<file path="src/rtl/dac_link_pkg.sv">
// Shared framing constants and receiver state encoding for the DAC serial link.
// The DAC transmitter and dac_serial_rx both import this package.
package dac_link_pkg;
  localparam int DAC_DATA_W    = 16;
  localparam int DAC_GUARD_LEN = 1;
  localparam int DAC_GAP_LEN   = 1;
  localparam int DAC_FRAME_LEN = DAC_DATA_W + DAC_GUARD_LEN + DAC_GAP_LEN;

  typedef enum logic [2:0] {
    RX_IDLE  = 3'd0,
    RX_ARMED = 3'd1,
    RX_SHIFT = 3'd2,
    RX_GUARD = 3'd3,
    RX_TAIL  = 3'd4
  } dac_rx_state_e;
endpackage

</file>
<file path="src/rtl/sat_counter.sv">
// Up-counter that holds at MAX; synchronous clear and reset.
module sat_counter #(
  parameter int           W   = 16,
  parameter logic [W-1:0] MAX = '1
) (
  input  logic         i_clk,
  input  logic         i_rst,
  input  logic         i_inc,
  input  logic         i_clr,
  output logic [W-1:0] o_value,
  output logic         o_at_max
);
  logic [W-1:0] r_value;

  always_ff @(posedge i_clk) begin
    if (i_rst) begin
      r_value <= '0;
    end else if (i_clr) begin
      r_value <= '0;
    end else if (i_inc && (r_value != MAX)) begin
      r_value <= r_value + 1'b1;
    end
  end

  assign o_value  = r_value;
  assign o_at_max = (r_value == MAX);
endmodule

</file>
<file path="src/rtl/dac_serial_rx.sv">
// Deserialiser for the 18-clock DAC link: recovers MSB-first words, checks the
// sync/guard/gap framing, and reports lock and a saturating error count.
module dac_serial_rx
  import dac_link_pkg::*;
#(
  parameter int DATA_W      = DAC_DATA_W,
  parameter int LOCK_FRAMES = 4,
  parameter int ERR_CNT_W   = 16
) (
  input  logic                 DAC_clock,
  input  logic                 reset,
  input  logic                 DAC_word_sync,
  input  logic                 DAC_serial_data,
  output logic [DATA_W-1:0]    rx_data,
  output logic                 rx_valid,
  output logic                 frame_err,
  output logic [ERR_CNT_W-1:0] err_count,
  output logic                 locked
);
  localparam int                CNT_W    = $clog2(DATA_W);
  localparam int                GOOD_W   = $clog2(LOCK_FRAMES + 1);
  localparam logic [GOOD_W-1:0] GOOD_MAX = GOOD_W'(LOCK_FRAMES);

  dac_rx_state_e     r_state;
  logic [CNT_W-1:0]  r_bit_cnt;
  logic [DATA_W-1:0] r_shift;
  logic [DATA_W-1:0] r_rx_data;
  logic              r_rx_valid;
  logic              r_frame_err;

  logic              w_good;
  logic              w_err;
  logic              w_err_full;
  logic              w_good_full;
  logic [GOOD_W-1:0] w_good_cnt;

  // Frame outcome decided on the sampling clock; outputs follow one clock later.
  always_comb begin
    w_good = 1'b0;
    w_err  = 1'b0;
    case (r_state)
      RX_SHIFT: w_err  = !DAC_word_sync;
      RX_GUARD: begin
        w_good = DAC_word_sync && !DAC_serial_data;
        w_err  = !(DAC_word_sync && !DAC_serial_data);
      end
      RX_TAIL:  w_err  = DAC_word_sync;
      default: ;
    endcase
  end

  always_ff @(posedge DAC_clock) begin
    if (reset) begin
      r_state     <= RX_IDLE;
      r_bit_cnt   <= '0;
      r_shift     <= '0;
      r_rx_data   <= '0;
      r_rx_valid  <= 1'b0;
      r_frame_err <= 1'b0;
    end else begin
      r_rx_valid  <= w_good;
      r_frame_err <= w_err;
      case (r_state)
        RX_IDLE: begin
          if (!DAC_word_sync) r_state <= RX_ARMED;
        end
        RX_ARMED: begin
          if (DAC_word_sync) begin
            r_shift   <= {r_shift[DATA_W-2:0], DAC_serial_data};
            r_bit_cnt <= CNT_W'(1);
            r_state   <= RX_SHIFT;
          end
        end
        RX_SHIFT: begin
          if (DAC_word_sync) begin
            r_shift <= {r_shift[DATA_W-2:0], DAC_serial_data};
            if (r_bit_cnt == CNT_W'(DATA_W - 1)) begin
              r_state <= RX_GUARD;
            end else begin
              r_bit_cnt <= r_bit_cnt + 1'b1;
            end
          end else begin
            // Early sync drop doubles as the gap, so the next frame can follow at once.
            r_state <= RX_ARMED;
          end
        end
        RX_GUARD: begin
          if (w_good) begin
            r_rx_data <= r_shift;
            r_state   <= RX_TAIL;
          end else if (DAC_word_sync) begin
            r_state <= RX_IDLE;
          end else begin
            r_state <= RX_ARMED;
          end
        end
        RX_TAIL: begin
          r_state <= DAC_word_sync ? RX_IDLE : RX_ARMED;
        end
        default: r_state <= RX_IDLE;
      endcase
    end
  end

  sat_counter #(
    .W   (ERR_CNT_W),
    .MAX ('1)
  ) u_err_cnt (
    .i_clk    (DAC_clock),
    .i_rst    (reset),
    .i_inc    (w_err && !w_err_full),
    .i_clr    (1'b0),
    .o_value  (err_count),
    .o_at_max (w_err_full)
  );

  sat_counter #(
    .W   (GOOD_W),
    .MAX (GOOD_MAX)
  ) u_good_cnt (
    .i_clk    (DAC_clock),
    .i_rst    (reset),
    .i_inc    (w_good && !w_good_full),
    .i_clr    (w_err),
    .o_value  (w_good_cnt),
    .o_at_max (w_good_full)
  );

  assign rx_data   = r_rx_data;
  assign rx_valid  = r_rx_valid;
  assign frame_err = r_frame_err;
  assign locked    = (w_good_cnt == GOOD_MAX);
endmodule

</file>
<file path="config.mk">
export PLATFORM = sky130hd
export DESIGN_NAME = dac_serial_rx
export DESIGN_NICKNAME = d
export VERILOG_FILES = /design/src/rtl/dac_link_pkg.sv /design/src/rtl/sat_counter.sv /design/src/rtl/dac_serial_rx.sv
export SDC_FILE = /design/constraint.sdc
export NUM_CORES = 1
export LEC_CHECK = 0
export ABC_AREA = 1
export ABC_CLOCK_PERIOD_IN_PS = 1800
export CAP_MARGIN = 20
export CELL_PAD_IN_SITES_DETAIL_PLACEMENT = 0
export CELL_PAD_IN_SITES_GLOBAL_PLACEMENT = 2
export CORE_MARGIN = 3
export CORE_UTILIZATION = 30
export DETAILED_ROUTE_END_ITERATION = 10
export PLACE_DENSITY_LB_ADDON = 0.1
export REMOVE_ABC_BUFFERS = 1
export SETUP_SLACK_MARGIN = 0.5
export SLEW_MARGIN = 25
export SYNTH_ARGS = -nofsm -noshare
export SYNTH_HDL_FRONTEND = slang
export SYNTH_SLANG_ARGS = --single-unit
</file>
<file path="constraint.sdc">
create_clock -name DAC_clock -period 1.8 [get_ports DAC_clock]
set_input_delay 0.36 -clock DAC_clock [delete_from_list [all_inputs] [get_ports DAC_clock]]
set_output_delay 0.36 -clock DAC_clock [all_outputs]
set_load 0.01 [all_outputs]
</file>
==> impl_metrics.csv, run 1 <==
group,metric,value,unit
place,io_buffers,38,
place,placed_area,3385,um^2
drt,ant_nets,0,
clock_tree,h-tree-depth,3,
die,die_w,100.6,um
logic_synthesis,synth_edf_count,0,
logic_synthesis,syn_area_per_cell,7.250,um^2
place,globalplace.congestion,0.7449,
setup_path,ff2ff_path_depth,9,
timing,timing.fmax,646.2,MHz
clock_tree,clock_latency,340,ps
die,rows,33,
timing,rsz0062_at_grt,"true",
final_layout,utilization,0.4847,
logic_synthesis,synth_top_area_share,0.4478,
final_layout,nFillCells,872,
logic_synthesis,ys_top_cells_by_area,"dfxtp_1 (45%), nor2_1 (14%), nand2_1 (8.5%), o21ai_0 (8.4%), nand3_1 (3.4%)",
die,start_util,0.3169,
timing,setup_violations,0,
timing,final_hold_viol_count,0,
worst_hold_path,min_delay_path_depth,3,
clock_tree,cts_max_path_buffers,2,
timing,period_needed,1548,ps
setup_path,worstSetupPathType,"reg -> reg",
setup_path,timing.rr.end,"u_err_cnt.o_value[1]$_SDFFE_PP0P_",
drt,first_pass_iters,4,
logic_synthesis,synth_ff_type,"dfxtp_1",
run_status,status,"completed",
final_layout,nets,470,
power,p_leak,1.689,nW
clock_tree,cts_tree,"built",
setup_path,regToRegStartpoint,"u_err_cnt.o_value[0]$_SDFFE_PP0P_",
flow_run,drv_cap,0,
die,core,8464,um^2
setup_path,cp-start-kind,"register",
final_layout,fin_area,4103,um^2
drt,wl,6.932,mm
timing,skew,8.682,ps
logic_synthesis,async_reset_ff_frac,0,
die,pin_count,39,
clock_tree,root_buffer,"clkbuf_8",
clock_tree,cts_buffers,9,
final_layout,num_antenna_cells,0,
logic_synthesis,synth_area_leader_cell,"dfxtp_1",
logic_synthesis,synthTopCellsByCount,"nor2_1 (98), nand2_1 (61), dfxtp_1 (60)",
power,finalPower,0.003045,W
die,die_h,100.6,um
drt,drt_iter0_markers,50,
drt,wl_per_cell,12.12,um
place,pre_cts_ws,-74.07,ps
drt,drc,0,
setup_path,reg2reg_setup_slack,250,ps
logic_synthesis,synth_cell_types,30,
timing,setup_ws,252.5,ps
global_route,grt_max_degree,42,
logic_synthesis,synthCells,370,
worst_hold_path,hp-class,"in -> reg",
logic_synthesis,ys_seq_area_frac,0.4478,
worst_hold_path,min_to,"r_shift[0]$_SDFFE_PP0P_",
timing,post-route-period-util,0.8597,
timing,slew_violations,0,
logic_synthesis,ys_ff_latch,60,
drt,via_per_inst,4.498,
setup_path,end_kind,"register",
worst_hold_path,min_from,"DAC_serial_data",
logic_synthesis,yosysWarnings,0,
timing,relSlewSlack,0.7775,
logic_synthesis,synthMostInstantiatedCell,"nor2_1",
global_route,grt_pass1_wl,11.11,mm
global_route,grt.total_usage,0.1399,
final_layout,drive_above_1_share,0.4304,
logic_synthesis,syn-cell-area,2683,um^2
timing,tightest_slew,332.5,ps
clock_tree,cts.sinks,60,
drt,vias,2573,
setup_path,worstPathMaxFanout,4,
clock_tree,clk_pin_slew,70,ps
power,irDropWorstVdd,0.4619,mV
global_route,overflow,0,
setup_path,worst_ep_required_time,2070,ps
global_route,grt_pass1_vias,2400,
die,die-area,10110,um^2
power,power_density,742.1,nW/um^2
global_route,antenna_found_initial,0,
final_layout,area_delta_synth_final,52.94,%
setup_path,crit_arrival,1810,ps
place,dp_hpwl,4.396,mm
-- worst max path at each step --
| stage | from | end | slack (ps) | cells after the start |
|---|---|---|---|---|
| after detailed placement | DAC_serial_data | u_err_cnt.o_value[8]$_SDFFE_PP0P_ | -70 | 9 |
| after floorplan | r_state[0]$_SDFFE_PP0P_ | u_good_cnt.o_value[1]$_SDFFE_PP0P_ | 190 | 7 |
| after global routing | u_err_cnt.o_value[0]$_SDFFE_PP0P_ | u_err_cnt.o_value[9]$_SDFFE_PP0P_ | 180 | 11 |
| final | u_err_cnt.o_value[0]$_SDFFE_PP0P_ | u_err_cnt.o_value[1]$_SDFFE_PP0P_ | 250 | 9 |
| after CTS | u_good_cnt.o_value[0]$_SDFFE_PP0P_ | locked | 250 | 5 |
| after global placement | DAC_serial_data | u_err_cnt.o_value[1]$_SDFFE_PP0P_ | -30 | 10 |
-- cell usage in the layout (no fill, tap or decap), types with 9 or more instances in the layout --
cell type,count
o21ai_0,29
a21oi_2,10
o21ai_1,15
nor2_1,86
buf_4,29
inv_1,17
clkbuf_2,12
nand2_2,12
buf_6,32
clkbuf_8,9
nand3_1,11
dfxtp_1,34
nand2_1,49
nor2_2,11
dfxtp_2,21
-- cells by family after synthesis --
group	count (synthesis)	share of synthesized area
adders and majority gates	4	0.01866
xor gates and xnor gates	7	0.02285
and+or+nand+nor	193	0.3055
buffers and inverters	41	0.06623
DFF	60	0.4478
AOI/OAI and AO/OA	65	0.1390
-- worst max-delay path: stages (launching register included) --
cell,delay (ps)
dfxtp_2,360
ha_4,150
nand2_4,60
nor2_4,110
nand2_4,60
buf_4,140
o21ai_4,240
clkbuf_16,190
o21ai_1,50
nor2_1,110
-- metrics by stage --
step	cells	TNS (ps)	hold slack, ps
6_report	572	0	463.4
5_1_grt	572	0	503.8
4_1_cts	562	0	457.3
3_5_place_dp	530	-275.6	453.4
3_3_place_gp	530	-88.01	453.4
2_1_floorplan	357	0	422.4
-- cell type report --
cell class / count / area (um^2) / share of cell area
clock inverter: 7 / 76.32 / 0.01860
timing repair buffer: 93 / 889.6 / 0.2168
sequential: 60 / 1246 / 0.3038
multi-input combinational: 270 / 1516 / 0.3696
inverter: 28 / 118.9 / 0.02897
clock buffer: 9 / 123.9 / 0.03019
tap: 105 / 131.4 / 0.03202
-- power breakdown --
group / internal [W] / switching, W / total [W]
registers: 0.00139 / 0.0000470 / 0.00143
clock network: 0.000645 / 0.000583 / 0.00123
logic: 0.000173 / 0.000210 / 0.000382
total: 0.00220 / 0.000840 / 0.00304
-- state kept, by name (all words and copies together), names as in the netlist --
| name | cells |
|---|---|
| u_err_cnt.o_value | 16 |
| rx_data | 16 |
| r_state | 3 |
| rx_valid | 1 |
| r_bit_cnt | 4 |
| u_good_cnt.o_value | 3 |
| frame_err | 1 |
| r_shift | 16 |
-- what timing repair did --
action / CTS / global route
resized for setup: 185 / 82
gates cloned: 1 / 1
hold buffers: 0 / 0
buffers inserted: 15 / 9
pin swaps: 16 / 22
setup endpoints to repair: 90 / 85
-- metal layers --
metal / wire length (um) / vias to the layer above / GRT usage
li1: - / 1361 / -
met1: 3153 / 1170 / 0.1669
met2: 3419 / 32 / 0.2345
met3: 231 / 10 / 0.04221
met4: 127 / 0 / 0.05596
met5: 0 / - / 0
No activity file was read; power rests on OpenSTA's default activity.
==> run 2: changes to the inputs <==
Settings changed: CORE_ASPECT_RATIO from default to 0.7.
==> run 2 against run 1 <==
Compared with the run above:
- first-iteration DRC count grew 72%
- final cell count grew 2.3%
- largest cell class unchanged
- combinational power up 34%
- critical endpoint is now u_err_cnt.o_value[14]$_SDFFE_PP0P_
==> impl_metrics.csv, run 2 (synthesized netlist as in run 1, its figures left out) <==
group,metric,value,unit
final_layout,fin_area,4377,um^2
global_route,overflow,0,
global_route,grt_pass1_vias,2294,
power,p_leak,1.813,nW
place,placed_area,3398,um^2
timing,post-route-period-util,0.8167,
die,core,8583,um^2
clock_tree,clk_pin_slew,50,ps
place,dp.cells,546,
die,die_w,119.0,um
drt,first_pass_iters,4,
die,pin_count,39,
final_layout,multiInputGateArea,1654,um^2
clock_tree,cts_tree,"built",
final_layout,area_delta_synth_final,63.15,%
timing,timing.fmax,680.3,MHz
drt,wl,7.315,mm
timing,setup_ws,330.0,ps
final_layout,nets,468,
global_route,grt.total_usage,0.1447,
setup_path,path_cells,"ha_4 > nand2_4 > nor2_4 > nand2_4 > o21ai_4 > buf_6 > buf_6 > nand2_2 > a21oi_2",
die,start_util,0.3125,
drt,via_per_inst,4.434,
setup_path,max_stage_delay,350,ps
final_layout,utilization,0.5099,
timing,final_hold_viol_count,0,
drt,wl_per_cell,12.50,um
die,rows,28,
final_layout,layout_common_cells,"nor2_1 (73), nand2_1 (49), dfxtp_1 (39)",
clock_tree,cts_max_path_buffers,2,
die,die-area,10130,um^2
setup_path,cp.buffers_inverters,2,
setup_path,cp-start-kind,"register",
drt,drt_iter0_markers,86,
clock_tree,root_buffer,"clkbuf_16",
final_layout,num_antenna_cells,0,
final_layout,drive_above_1_share,0.4172,
place,pre_cts_ws,-87.82,ps
setup_path,crit_arrival,1730,ps
final_layout,nFillCells,848,
drt,vias,2594,
place,io_buffers,38,
setup_path,worstPathMaxFanout,4,
drt,drc,0,
setup_path,end_kind,"register",
timing,tightest_slew,294.6,ps
setup_path,worst_ep_required_time,2060,ps
power,irDropWorstVdd,0.6134,mV
global_route,antenna_found_initial,0,
final_layout,regArea,1240,um^2
die,die_h,85.12,um
setup_path,crit_slowest_cell,"dfxtp_2",
global_route,grt_max_degree,42,
final_layout,final_common_cell,"nor2_1",
clock_tree,cts_buffers,9,
clock_tree,cts.sinks,60,
clock_tree,clock_latency,320,ps
timing,rsz0062_at_grt,"true",
timing,setup_violations,0,
flow_run,drv_cap,0,
timing,period_needed,1470,ps
drt,ant_nets,0,
timing,skew,3.070,ps
setup_path,worstSetupPathType,"reg -> reg",
place,globalplace.congestion,0.7560,
power,power_density,870.3,nW/um^2
setup_path,critPathTopFamily,"compound AO/OA/AOI/OAI gates",
timing,slew_violations,0,
final_layout,final_cells,585,
global_route,grt_pass1_wl,11.66,mm
clock_tree,h-tree-depth,3,
worst_hold_path,hp-class,"in -> reg",
timing,relSlewSlack,0.8031,
run_status,status,"completed",
place,dp_hpwl,4.698,mm
==> run 2: changes by cell type in the layout (fill, tap and decap cells not counted), moves of 3 or more <==
cell,previous run,this run
dfxtp_2,21,16
dfxtp_1,34,39
dlygate4sd2_1,3,6
buf_6,32,25
clkdlybuf4s15_1,1,8
nor2_4,7,24
nor2_1,86,73
clkbuf_8,9,1
clkinvlp_4,3,0
clkbuf_2,12,6
nor2_2,11,7
clkbuf_16,1,11
==> run 2: power breakdown <==
group	total, W	internal (W)	switching [W]
clock network	0.00184	0.00124	0.000597
registers	0.00146	0.00139	0.0000701
logic	0.000511	0.000255	0.000256
==> run 2: worst register-to-register path: stages (launching register included) <==
cell	delay (ps)
dfxtp_2	350
ha_4	150
nand2_4	50
nor2_4	130
nand2_4	90
o21ai_4	260
buf_6	140
buf_6	80
nand2_2	40
a21oi_2	120
==> run 2: through the flow <==
stage | hold WS (ps) | TNS, ps | total power (W)
4_1_cts | 468.4 | 0 | 0.003647
2_1_floorplan | 422.4 | 0 | 0.001629
3_5_place_dp | 458.0 | -560.1 | 0.001759
5_1_grt | 414.9 | 0 | 0.003983
3_3_place_gp | 456.2 | -292.5 | 0.001759
6_report | 371.5 | 0 | 0.003809
==> run 2: per-layer routing <==
layer / up-vias / part of all wire / track usage
met5: - / 0 / 0
met1: 1177 / 0.55 / 0.2177
met2: 38 / 0.40 / 0.1871
li1: 1372 / - / -
met3: 7 / 0.039 / 0.05063
met4: 0 / 0.0096 / 0.05047
==> run 2: final cells by class <==
class | instances | area share
multi-input cells | 270 | 0.3779
flip-flops and latches | 60 | 0.2833
repair buffers | 91 | 0.2050
clock buffers | 11 | 0.05546
well taps | 120 | 0.03431
inverters | 28 | 0.02687
clock inverters | 5 | 0.01715
==> run 2: path summary, 6_finish.rpt <==
path | startpoint | to | slack, ps | depth (start not counted)
setup / recovery | u_err_cnt.o_value[1]$_SDFFE_PP0P_ | u_err_cnt.o_value[14]$_SDFFE_PP0P_ | 330 | 9
setup reg to reg | u_err_cnt.o_value[1]$_SDFFE_PP0P_ | u_err_cnt.o_value[14]$_SDFFE_PP0P_ | 330 | 9
hold / removal | reset | u_err_cnt.o_value[9]$_SDFFE_PP0P_ | 370 | 2
hold reg to reg | rx_data[15]$_SDFFE_PP0P_ | rx_data[15]$_SDFFE_PP0P_ | 470 | 2
==> run 2: timing repair <==
action	CTS	global route
pin swaps	14	30
resized for setup	147	130
gates cloned	1	2
hold buffers	0	0
setup buffers	8	12
endpoints found under the setup margin	91	76
hold endpoints to repair	0	0
